## config.mk

```make
export PLATFORM = sky130hd
export DESIGN_NAME = motoro301_ramp_ctrl
export DESIGN_NICKNAME = d
export VERILOG_FILES = /design/src/rtl/motoro301_pkg.sv /design/src/rtl/motoro301_tick_cnt.sv /design/src/rtl/motoro301_ramp_ctrl.sv
export SDC_FILE = /design/constraint.sdc
export NUM_CORES = 1
export LEC_CHECK = 0
export ABC_AREA = 1
export CAP_MARGIN = 20
export CORE_UTILIZATION = 45
export CTS_BUF_LIST = sky130_fd_sc_hd__clkbuf_8 sky130_fd_sc_hd__clkbuf_16
export DETAILED_ROUTE_END_ITERATION = 10
export GPL_TIMING_DRIVEN = 0
export PLACE_DENSITY_LB_ADDON = 0.1
export SLEW_MARGIN = 20
export SYNTH_ARGS = -nofsm -noshare
export SYNTH_HDL_FRONTEND = slang
export SYNTH_SLANG_ARGS = --single-unit
```

## constraint.sdc

```tcl
create_clock -name clk50mhz -period 5.25 [get_ports clk50mhz]
set_input_delay 0.7875 -clock clk50mhz [delete_from_list [all_inputs] [get_ports clk50mhz]]
set_output_delay 0.7875 -clock clk50mhz [all_outputs]
set_load 0.01 [all_outputs]
```

## src/rtl/motoro301_pkg.sv

```systemverilog
// motoro301 shared types and defaults.
// State encoding is visible on the debug port, so values are fixed.
package motoro301_pkg;

   localparam int FREQ_W          = 10;
   localparam int F_MIN_DEF       = 10;
   localparam int STEP_TICKS_DEF  = 50000;
   localparam int ALIGN_TICKS_DEF = 5000000;
   localparam int DWELL_TICKS_DEF = 2500000;
   localparam int CNT_W           = 32;

   typedef enum logic [2:0] {
      ST_IDLE  = 3'd0,
      ST_ALIGN = 3'd1,
      ST_RUN   = 3'd2,
      ST_BRAKE = 3'd3,
      ST_DWELL = 3'd4
   } state_e;

endpackage

```

## src/rtl/motoro301_tick_cnt.sv

```systemverilog
// Wrapping up-counter with clear and terminal-count pulse.
// Counts 0..term_i and wraps, so tc_o fires every term_i+1 cycles.
module motoro301_tick_cnt #(
   parameter int W = motoro301_pkg::CNT_W
) (
   input  logic         clk_i,
   input  logic         rst_i,
   input  logic         clr_i,
   input  logic         en_i,
   input  logic [W-1:0] term_i,
   output logic         tc_o
);

   logic [W-1:0] cnt_q;
   logic [W-1:0] cnt_d;

   assign tc_o = en_i & (cnt_q == term_i);

   always_comb begin
      cnt_d = cnt_q;
      if (clr_i) begin
         cnt_d = '0;
      end else if (en_i) begin
         cnt_d = tc_o ? '0 : cnt_q + W'(1);
      end
   end

   always_ff @(posedge clk_i) begin
      if (rst_i) begin
         cnt_q <= '0;
      end else begin
         cnt_q <= cnt_d;
      end
   end

endmodule

```

## src/rtl/motoro301_ramp_ctrl.sv

```systemverilog
// Run/direction sequencer: align, soft-start, run, soft-stop, dwell.
// Direction is only ever latched with the bridge off (IDLE->ALIGN).
module motoro301_ramp_ctrl #(
   parameter int FREQ_W      = motoro301_pkg::FREQ_W,
   parameter int F_MIN       = motoro301_pkg::F_MIN_DEF,
   parameter int STEP_TICKS  = motoro301_pkg::STEP_TICKS_DEF,
   parameter int ALIGN_TICKS = motoro301_pkg::ALIGN_TICKS_DEF,
   parameter int DWELL_TICKS = motoro301_pkg::DWELL_TICKS_DEF
) (
   input  logic              clk50mhz,
   input  logic              reset,
   input  logic              m3start,
   input  logic              m3invOrStop,
   input  logic [FREQ_W-1:0] m3freq,
   output logic [FREQ_W-1:0] freqOut,
   output logic              dirOut,
   output logic              drvEn,
   output logic              atSpeed,
   output logic [2:0]        state
);

   import motoro301_pkg::*;

   localparam logic [FREQ_W-1:0] FMIN_V  = FREQ_W'(F_MIN);
   localparam logic [CNT_W-1:0]  STEP_T  = CNT_W'(STEP_TICKS - 1);
   localparam logic [CNT_W-1:0]  ALIGN_T = CNT_W'(ALIGN_TICKS - 1);
   localparam logic [CNT_W-1:0]  DWELL_T = CNT_W'(DWELL_TICKS - 1);

   logic              start_q;
   logic              inv_q;
   logic [FREQ_W-1:0] mfreq_q;

   state_e            state_q, state_d;
   logic [FREQ_W-1:0] freq_q, freq_d;
   logic              dir_q, dir_d;
   logic              drv_q, drv_d;
   logic              at_q, at_d;

   logic [FREQ_W-1:0] tgt;
   logic              run_req;
   logic              entry;
   logic              step_tc;
   logic              tmr_tc;
   logic [CNT_W-1:0]  tmr_term;

   assign tgt      = (mfreq_q < FMIN_V) ? FMIN_V : mfreq_q;
   assign run_req  = start_q & (mfreq_q != '0);
   assign entry    = (state_d != state_q);
   assign tmr_term = (state_q == ST_ALIGN) ? ALIGN_T : DWELL_T;

   motoro301_tick_cnt #(.W(CNT_W)) u_step (
      .clk_i  (clk50mhz),
      .rst_i  (reset),
      .clr_i  (entry),
      .en_i   (1'b1),
      .term_i (STEP_T),
      .tc_o   (step_tc)
   );

   motoro301_tick_cnt #(.W(CNT_W)) u_tmr (
      .clk_i  (clk50mhz),
      .rst_i  (reset),
      .clr_i  (entry),
      .en_i   (1'b1),
      .term_i (tmr_term),
      .tc_o   (tmr_tc)
   );

   always_comb begin
      state_d = state_q;
      freq_d  = freq_q;
      dir_d   = dir_q;
      unique case (state_q)
         ST_IDLE: begin
            if (run_req) begin
               state_d = ST_ALIGN;
               dir_d   = inv_q;
            end
         end
         ST_ALIGN: begin
            if (!run_req) begin
               state_d = ST_DWELL;
            end else if (tmr_tc) begin
               state_d = ST_RUN;
               freq_d  = FMIN_V;
            end
         end
         ST_RUN: begin
            if (!run_req || (inv_q != dir_q)) begin
               state_d = ST_BRAKE;
            end else if (step_tc) begin
               if (freq_q < tgt) begin
                  freq_d = freq_q + FREQ_W'(1);
               end else if (freq_q > tgt) begin
                  freq_d = freq_q - FREQ_W'(1);
               end
            end
         end
         ST_BRAKE: begin
            if (step_tc) begin
               if (freq_q == FMIN_V) begin
                  state_d = ST_DWELL;
                  freq_d  = '0;
               end else begin
                  freq_d = freq_q - FREQ_W'(1);
               end
            end
         end
         ST_DWELL: begin
            if (tmr_tc) begin
               state_d = ST_IDLE;
            end
         end
         default: begin
            state_d = ST_IDLE;
            freq_d  = '0;
         end
      endcase
      drv_d = (state_d == ST_ALIGN) || (state_d == ST_RUN) ||
              (state_d == ST_BRAKE);
      // Cleared on the very edge that leaves RUN.
      at_d  = (state_q == ST_RUN) && (state_d == ST_RUN) &&
              (freq_q == tgt);
   end

   always_ff @(posedge clk50mhz) begin
      if (reset) begin
         start_q <= 1'b0;
         inv_q   <= 1'b0;
         mfreq_q <= '0;
         state_q <= ST_IDLE;
         freq_q  <= '0;
         dir_q   <= 1'b0;
         drv_q   <= 1'b0;
         at_q    <= 1'b0;
      end else begin
         start_q <= m3start;
         inv_q   <= m3invOrStop;
         mfreq_q <= m3freq;
         state_q <= state_d;
         freq_q  <= freq_d;
         dir_q   <= dir_d;
         drv_q   <= drv_d;
         at_q    <= at_d;
      end
   end

   assign freqOut = freq_q;
   assign dirOut  = dir_q;
   assign drvEn   = drv_q;
   assign atSpeed = at_q;
   assign state   = state_q;

endmodule

```

After elaboration in Yosys (flattened, before gate mapping)
Cells that the tools add are included.

Input bits: 14. Register bits: 92. Output and inout port bits: 16. Word-level logic and storage cells: 70.

Add/subtract/negate cells: 4. Equality and inequality tests: 19. Bitwise gates (word level): 2. Mux-type cells: 19. Reduce and logical (&&, ||, !) cells: 13. Magnitude comparators: 3.

Operator list (number): $mux W10 (9); $add A32 B1 Y32 const B (2); $pmux W10 S4 (1); $eq A32 B16 Y1 const B (1); $eq A32 B23 Y1 (1); $mux W23 (1); $mux W3 (7); $pmux W3 S5 (1); $eq A3 B2 Y1 const B (4); $add A10 B1 Y10 const B (1); $eq A10 B10 Y1 (1); $eq A10 B4 Y1 const B (1); $gt A10 B10 Y1 (1); $lt A10 B10 Y1 (1); $lt A10 B4 Y1 const B (1); $reduce_bool A10 Y1 (1); $sub A10 B1 Y10 const B (1); $reduce_and A7 Y1 (1); $eq A3 B1 Y1 const B (2); $ne A2 B1 Y1 const B (3); $reduce_or A3 Y1 (2); $ne A2 B2 Y1 const B (2); $eq A3 B3 Y1 const B (1); $logic_not A3 Y1 (1); 10 further kinds (13).

Longest topological paths before layout
Gate-level depths: netlist of the first run.

Depth in word-level cells: 9. Gate-level depth with buffers: 18. Gate-level depth less buffers: 17.

By module
A second synthesis of the first run with hierarchy kept.

Cells, all modules: 1258. Area, all modules: 7270.7 um2.

Modules (own cells, without submodules): motoro301_tick_cnt (cells each 467, sequential area each 640.6 um2, area each 2633.8 um2, instances 2); motoro301_ramp_ctrl (cells each 324, sequential area each 560.5 um2, area each 2003.2 um2, instances 1).

Worst setup path before layout of the first run
OpenSTA, ideal clock, no wires.

Path type: register -> register. From: reg mfreq_q[8]. To: reg freq_q[3] (netlist: freqOut[3]). Buffers on the path: 1. Setup time: 0.071 ns. Data required time: 5.179 ns. Stages on the path, launching flop included: 19. Setup slack: 2.979 ns. Data arrival time: 2.200 ns. Clock period less this slack: 2.271 ns. Path through: dfxtp_1 > inv_1 > nand2_1 > nor2_1 > nand3_1 > a31oi_1 > nor2_1 > ha_1 > nand2_1 > nor2_1 > o211ai_1 > nand3_1 > clkbuf_1 > inv_1 > nand2_1 > nand3_1 > nand3_1 > nand3_1 > a21oi_1.

Word-level cells in the longest chain between the ends: 7. Elaborated cells between the ends (all ways): 16. Those cells by class: order compare (3); eq/ne (3); mux (5); bitwise (1); reduce/logical (4).

Ends and longest elaborated chain: start: declaration (RTL line motoro301_ramp_ctrl.sv:31) `logic [FREQ_W-1:0] mfreq_q;`; start signal: assignment (RTL line motoro301_ramp_ctrl.sv:139) `mfreq_q <= m3freq;`; $lt A10 B4 Y1 (RTL line motoro301_ramp_ctrl.sv:46) `assign tgt = (mfreq_q < FMIN_V) ? FMIN_V : mfreq_q;`; $mux W10 (RTL line motoro301_ramp_ctrl.sv:46); $lt A10 B10 Y1 (RTL line motoro301_ramp_ctrl.sv:92) `if (freq_q < tgt) begin`; $mux W10 (RTL line motoro301_ramp_ctrl.sv:92); $mux W10 (RTL line motoro301_ramp_ctrl.sv:91) `end else if (step_tc) begin`; $mux W10 (RTL line motoro301_ramp_ctrl.sv:89) `if (!run_req || (inv_q != dir_q)) begin`; $pmux W10 S4 (RTL line motoro301_ramp_ctrl.sv:73) `unique case (state_q)`; end signal: assignment (RTL line motoro301_ramp_ctrl.sv:141) `freq_q <= freq_d;`; end: declaration (RTL line motoro301_ramp_ctrl.sv:34) `logic [FREQ_W-1:0] freq_q, freq_d;`.

Several ways; a longest one is shown, not always the timed one. The select of a mux whose other input is x is not followed. A chain may end at the register's enable or synchronous reset.

Final worst setup path of the first run
From: reg mfreq_q[9]. To: reg freq_q[3] (netlist: freqOut[3]).

Same word-level chain as after synthesis.

==> impl_metrics.ini, run 1 <==
[outcome]
status = finished clean

[global_routing]
grt_pass1_vias = 4679
overflow = 0
antenna_found_initial = 0
grt_use_total_pct = 20.00
grt_max_degree = 15
grt_pass1_wl_um = 20700

[sta]
fin_setup_tns_ns = 0
max_freq_mhz = 354.1
finalCritPeriodShare_pct = 53.78
tightest_slew_ns = 0.5318
slew_headroom_pct = 64.55
final_max_slew_viol_count = 0
final.setup_skew_ns = 0.006725
finalCriticalPeriod_ns = 2.824
final_hold_viol_count = 0
rsz0062_at_grt = false
setup_violations = 0

[final_layout]
n_antenna_cell = 0
area_delta_synth_final_pct = 14.78
layout-drive-gt1-share_pct = 9.518
design_area_um2 = 6451
fill_cells = 1222
regArea_um2 = 1842
final_util_pct = 53.26
fin_cells = 1040
final_nets = 897
multi_input_area_um2 = 3097

[yosys]
synth_area_leader_cell = dfxtp_1
synth_top_cells_by_count = nand2_1 (152), inv_1 (148), nor2_1 (131), dfxtp_1 (92), xor2_1 (63)
syn_area_per_cell_um2 = 6.780
ys_seq_area_share_pct = 32.77
syn_area_um2 = 5620
synth_nets = 858
ys.flop_type = dfxtp_1
synth_top_area_share_pct = 32.77
synth_cell_types = 36
synth_warnings = 0
synthArstFlopShare_pct = 0
synth.most_common_cell = nand2_1
synth_edf_count = 0
synth_seq_cells = 92
synth_top_cells_by_area = dfxtp_1 (33%), nand2_1 (10%), inv_1 (9.9%)
synthCells = 829

[pwr]
peakVddDrop_v = 0.0002302
total_power_w = 0.001573
p_per_area_nw_per_um2 = 243.8
total_leakage_power_nw = 2.579

[critical_path]
startpoint = mfreq_q[9]
required_ns = 5.53
reg2reg_from = mfreq_q[9]
slowest_delay_ns = 0.39
crit_chain = inv_1, nand2_1, nor2_1, nand3_1, a31oi_1, nor2_1, ha_1, nand2_1, nor2_1, o211ai_1, nand3_1, clkbuf_1, inv_1, nand2_1, nand3_1, nand3_1, nand3_1, a21oi_1
path_delay_family = simple AND/OR/NAND/NOR gates
cpMaxStageDelayCell = clkbuf_1
crit_arrival_ns = 3.10
criticalPathCategory = register to register
critPathLaunchType = register
crit_path_end_kind = register
crit_path_frequent_cell = nand3_1
path_buf_inv = 3
worstPathMaxFanout = 10

[hold_path]
min_from = u_tmr.cnt_q[0]
min-delay-path-class = register to register

[die]
die_w_um = 113.8
fp.coreArea_um2 = 12110
fp-row-count = 40
die_h_um = 113.8
start_util_pct = 46.40
pin_count = 30
dieArea_um2 = 12940

[cts]
cts.reportedPaths.clkPinSlew_ns = 0.07
tritoncts = done
cts_buffer_depth = 2
cts-root-buf = clkbuf_16
clk_latency_ns = 0.35
cts_setup_buffers = 0
cts.htree.levels = 3
cts.sinks = 92
numCtsBuffers = 9
ctsResizeCount = 0
holdBufCountCts = 0

[place]
hpwlAfterDp_um = 9139
dp_cells = 1025
place_area_um2 = 6111
portBuffers = 28
gp_congestion = 0.8852

[detailed_routing]
first_pass_iters = 5
antenna_left = 0
vias = 4922
vias_per_cell = 4.733
drt-wirelength-per-cell_um = 11.52
drcViolationCount = 0
drt_iter0_markers = 185
finalWirelength_um = 11980

[run]
maxCapViolations = 0
-- per-layer routing --
metal	routed length [um]	up-vias	global-route usage (%)
li1	-	2618	-
met1	5842	2212	24.92
met2	5581	83	34.15
met3	433	9	5.154
met4	126	0	5.351
met5	0	-	0
-- cell usage in the layout, fill, tap and decap left out, types with 19 or more instances in the layout --
master / synthesis / routed
clkdlybuf4s50_1: 0 / 28
a21oi_1: 19 / 19
nand3_1: 55 / 55
nand2_1: 152 / 152
dfxtp_1: 92 / 92
xor2_1: 63 / 63
inv_1: 148 / 149
nor2_2: 35 / 35
nor2_1: 131 / 131
nor3_1: 24 / 24
-- cell families after synthesis --
group	share of synthesized area (%)
flops	32.77
buf+inv	12.13
xor+xnor	11.22
compound gates	3.740
simple gates	36.80
fa+ha+maj	3.339
-- worst reg2reg max path: cells and delay by family (launching register included) --
family / cells / cell delay (ns)
simple gates: 11 / 1.13
fa+ha+maj: 1 / 0.30
compound gates: 3 / 0.45
flops: 1 / 0.30
buf+inv: 3 / 0.57
-- flip-flops by register name, summed over array words and instances (netlist names) --
name          cells
dirOut            1
freqOut          10
atSpeed           1
drvEn             1
mfreq_q          10
u_step.cnt_q     32
u_tmr.cnt_q      32
inv_q             1
state             3
start_q           1
-- report_power, final --
part	internal, W	switching, W	total, W	leakage (nW)
registers	0.000709	0.00000713	0.000716	0.745
logic	0.0000446	0.0000684	0.000113	1.67
clock network	0.000474	0.000271	0.000744	0.166
total	0.00123	0.000346	0.00157	2.58
-- final timing paths --
path                                  endpoint  slack (ns)  cells past startpoint
worst max-delay path                freqOut[3]        2.43                     18
worst min register to register  u_tmr.cnt_q[0]        0.45                      1
worst min-delay path            u_tmr.cnt_q[0]        0.45                      1
worst max register to register      freqOut[3]        2.43                     18
-- cell type report --
| class | instances | share of cell area (%) |
|---|---|---|
| sequential | 92 | 28.55 |
| tap | 168 | 3.258 |
| clock buffer | 10 | 3.704 |
| multi-input combinational | 571 | 48.00 |
| clock inverter | 5 | 1.571 |
| timing repair buffer | 28 | 4.344 |
| inverter | 148 | 8.611 |
| buffer | 18 | 1.959 |
-- metrics by stage --
stage / worst slack [ns] / hold WS [ns]
detailed placement: 2.473 / 0.4398
global placement: 2.517 / 0.4320
floorplan: 2.979 / 0.4175
CTS: 2.444 / 0.4501
finish: 2.426 / 0.4471
global route: 2.045 / 0.4671
Note: power is estimated with default switching activity, not from simulation.
==> inputs of run 2 (changes only) <==
- clock period: 5.25 -> 2.8 ns (I/O delays scaled with it)
==> run 2 against run 1 <==
Count of clock-buffer cells in the layout stayed put. Maximum frequency grew 12%. Sequential share of layout area shrank 0.066 points. Hold slack unchanged. Combinational power grew 89%. Design area rose by 0.23%. Clock power grew 88%. Critical path depth stayed put. Routed wire length grew 0.56%. Die area unchanged. Critical path type unchanged.
==> impl_metrics.ini, run 2 (synthesis results as in run 1) <==
[run]
maxCapViolations = 0

[sta]
whs_ns = 0.4471
setup_violations = 0
final.setup_skew_ns = 0.007635
slew_headroom_pct = 64.37
final_max_slew_viol_count = 0
finalCriticalPeriod_ns = 2.526
fin_setup_tns_ns = 0
max_freq_mhz = 395.9
finalCritPeriodShare_pct = 90.22
final_hold_viol_count = 0
rsz0062_at_grt = false
tightest_slew_ns = 0.5345

[cts]
clk_latency_ns = 0.35
cts.htree.levels = 3
cts.sinks = 92
cts-root-buf = clkbuf_16
tritoncts = done
numCtsBuffers = 9
cts_buffer_depth = 2
cts.reportedPaths.clkPinSlew_ns = 0.07
cts_setup_buffers = 0

[critical_path]
worstRegToRegCells = 18
critPathLaunchType = register
regToRegSetupSlack_ns = 0.27
crit_arrival_ns = 2.81
crit_path_end_kind = register
reg2reg_from = mfreq_q[9]
crit-reg2reg-capture = freqOut[3]
criticalPathCategory = register to register
required_ns = 3.08
worstPathMaxFanout = 10

[final_layout]
mostFrequentLayoutCells = nand2_1 (151), inv_1 (149), nor2_1 (130), dfxtp_1 (92), xor2_1 (63)
layout-drive-gt1-share_pct = 9.977
design_area_um2 = 6466
area_delta_synth_final_pct = 15.05
final_util_pct = 53.39
n_antenna_cell = 0
fill_cells = 1221
final_common_cell = nand2_1
top_regs = u_step.cnt_q (32), u_tmr.cnt_q (32)
final_nets = 897
fin_cells = 1040

[die]
die_h_um = 113.8
die_w_um = 113.8
dieArea_um2 = 12940
pin_count = 30
fp.coreArea_um2 = 12110
fp-row-count = 40
start_util_pct = 46.40

[outcome]
status = finished clean

[hold_path]
min-delay-path-class = register to register
hold_depth = 1
min_to = u_tmr.cnt_q[0]
min_from = u_tmr.cnt_q[0]

[global_routing]
grt_use_total_pct = 20.00
antenna_found_initial = 0
grt_pass1_vias = 4679
grt_max_degree = 15
grt_pass1_wl_um = 20700
overflow = 0

[place]
dp_cells = 1025
place_area_um2 = 6111
gp_congestion = 0.8852
hpwlAfterDp_um = 9139
portBuffers = 28

[detailed_routing]
drt_iter0_markers = 214
antenna_left = 0
drt-wirelength-per-cell_um = 11.59
finalWirelength_um = 12050
vias = 4940
vias_per_cell = 4.750
drcViolationCount = 0
first_pass_iters = 5

[pwr]
p_per_area_nw_per_um2 = 456.7
total_leakage_power_nw = 2.583
peakVddDrop_v = 0.0004317
## run 2: cell count changes in the layout (fill, tap and decap cells not counted), sizes merged
cell	before	now
buf	11	12
clkbuf	17	16
## run 2: what timing repair did
item / in CTS / in global routing
gates resized for setup: 1 / 6
endpoints found under the setup margin: 1 / 10
hold buffers: 0 / 0
## run 2: worst max-delay path by stage
| stage | from | to | slack, ns |
|---|---|---|---|
| floorplan | mfreq_q[8] | freqOut[3] | 0.53 |
| global placement | mfreq_q[8] | freqOut[3] | 0.07 |
| detailed placement | mfreq_q[9] | freqOut[3] | 0.02 |
| CTS | mfreq_q[9] | freqOut[3] | 0.15 |
| global route | mfreq_q[7] | freqOut[3] | 0.007 |
| finish | mfreq_q[9] | freqOut[3] | 0.27 |
## run 2: final cells by class
class	count	area (um^2)	area share [%]
multi-input cells	571	3108	48.07
plain buffers	18	130.1	2.012
inverters	148	555.5	8.591
well taps	168	210.2	3.251
clock inverters	5	101.3	1.567
clock buffers	10	239.0	3.696
flip-flops and latches	92	1842	28.48
repair buffers	28	280.3	4.334
## run 2: report_power, final
part           switching [W]  total (W)  internal (W)
combinational       0.000129   0.000214     0.0000847
clock               0.000509    0.00140      0.000888
sequential         0.0000137    0.00134       0.00133
## run 2: through the flow
step	total power, W	setup slack [ns]
final	0.002953	0.2738
after detailed placement	0.001584	0.02298
after global placement	0.001581	0.06705
after global routing	0.003068	0.007026
after CTS	0.002992	0.1513
after floorplan	0.001522	0.5292
## run 2: per-layer routing
layer  wire length (um)  GRT usage (%)  up-vias
met5                  0              0        -
met2               5637          34.15       90
met3                494          5.154        9
met4                133          5.351        0
li1                   -              -     2615
met1               5785          24.92     2226
## run 2: worst max-delay path, cell delays in order, from the launching register on
cell,delay [ns]
dfxtp_1,0.31
inv_1,0.07
nand2_1,0.07
nor2_2,0.15
nand3_1,0.13
a31oi_2,0.19
nor2_1,0.07
ha_1,0.29
nand2_1,0.09
nor2_1,0.13
o211ai_1,0.10
nand3_1,0.18
buf_4,0.21
inv_1,0.07
nand2_1,0.07
nand3_1,0.06
nand3_1,0.07
nand3_1,0.07
a21oi_1,0.14
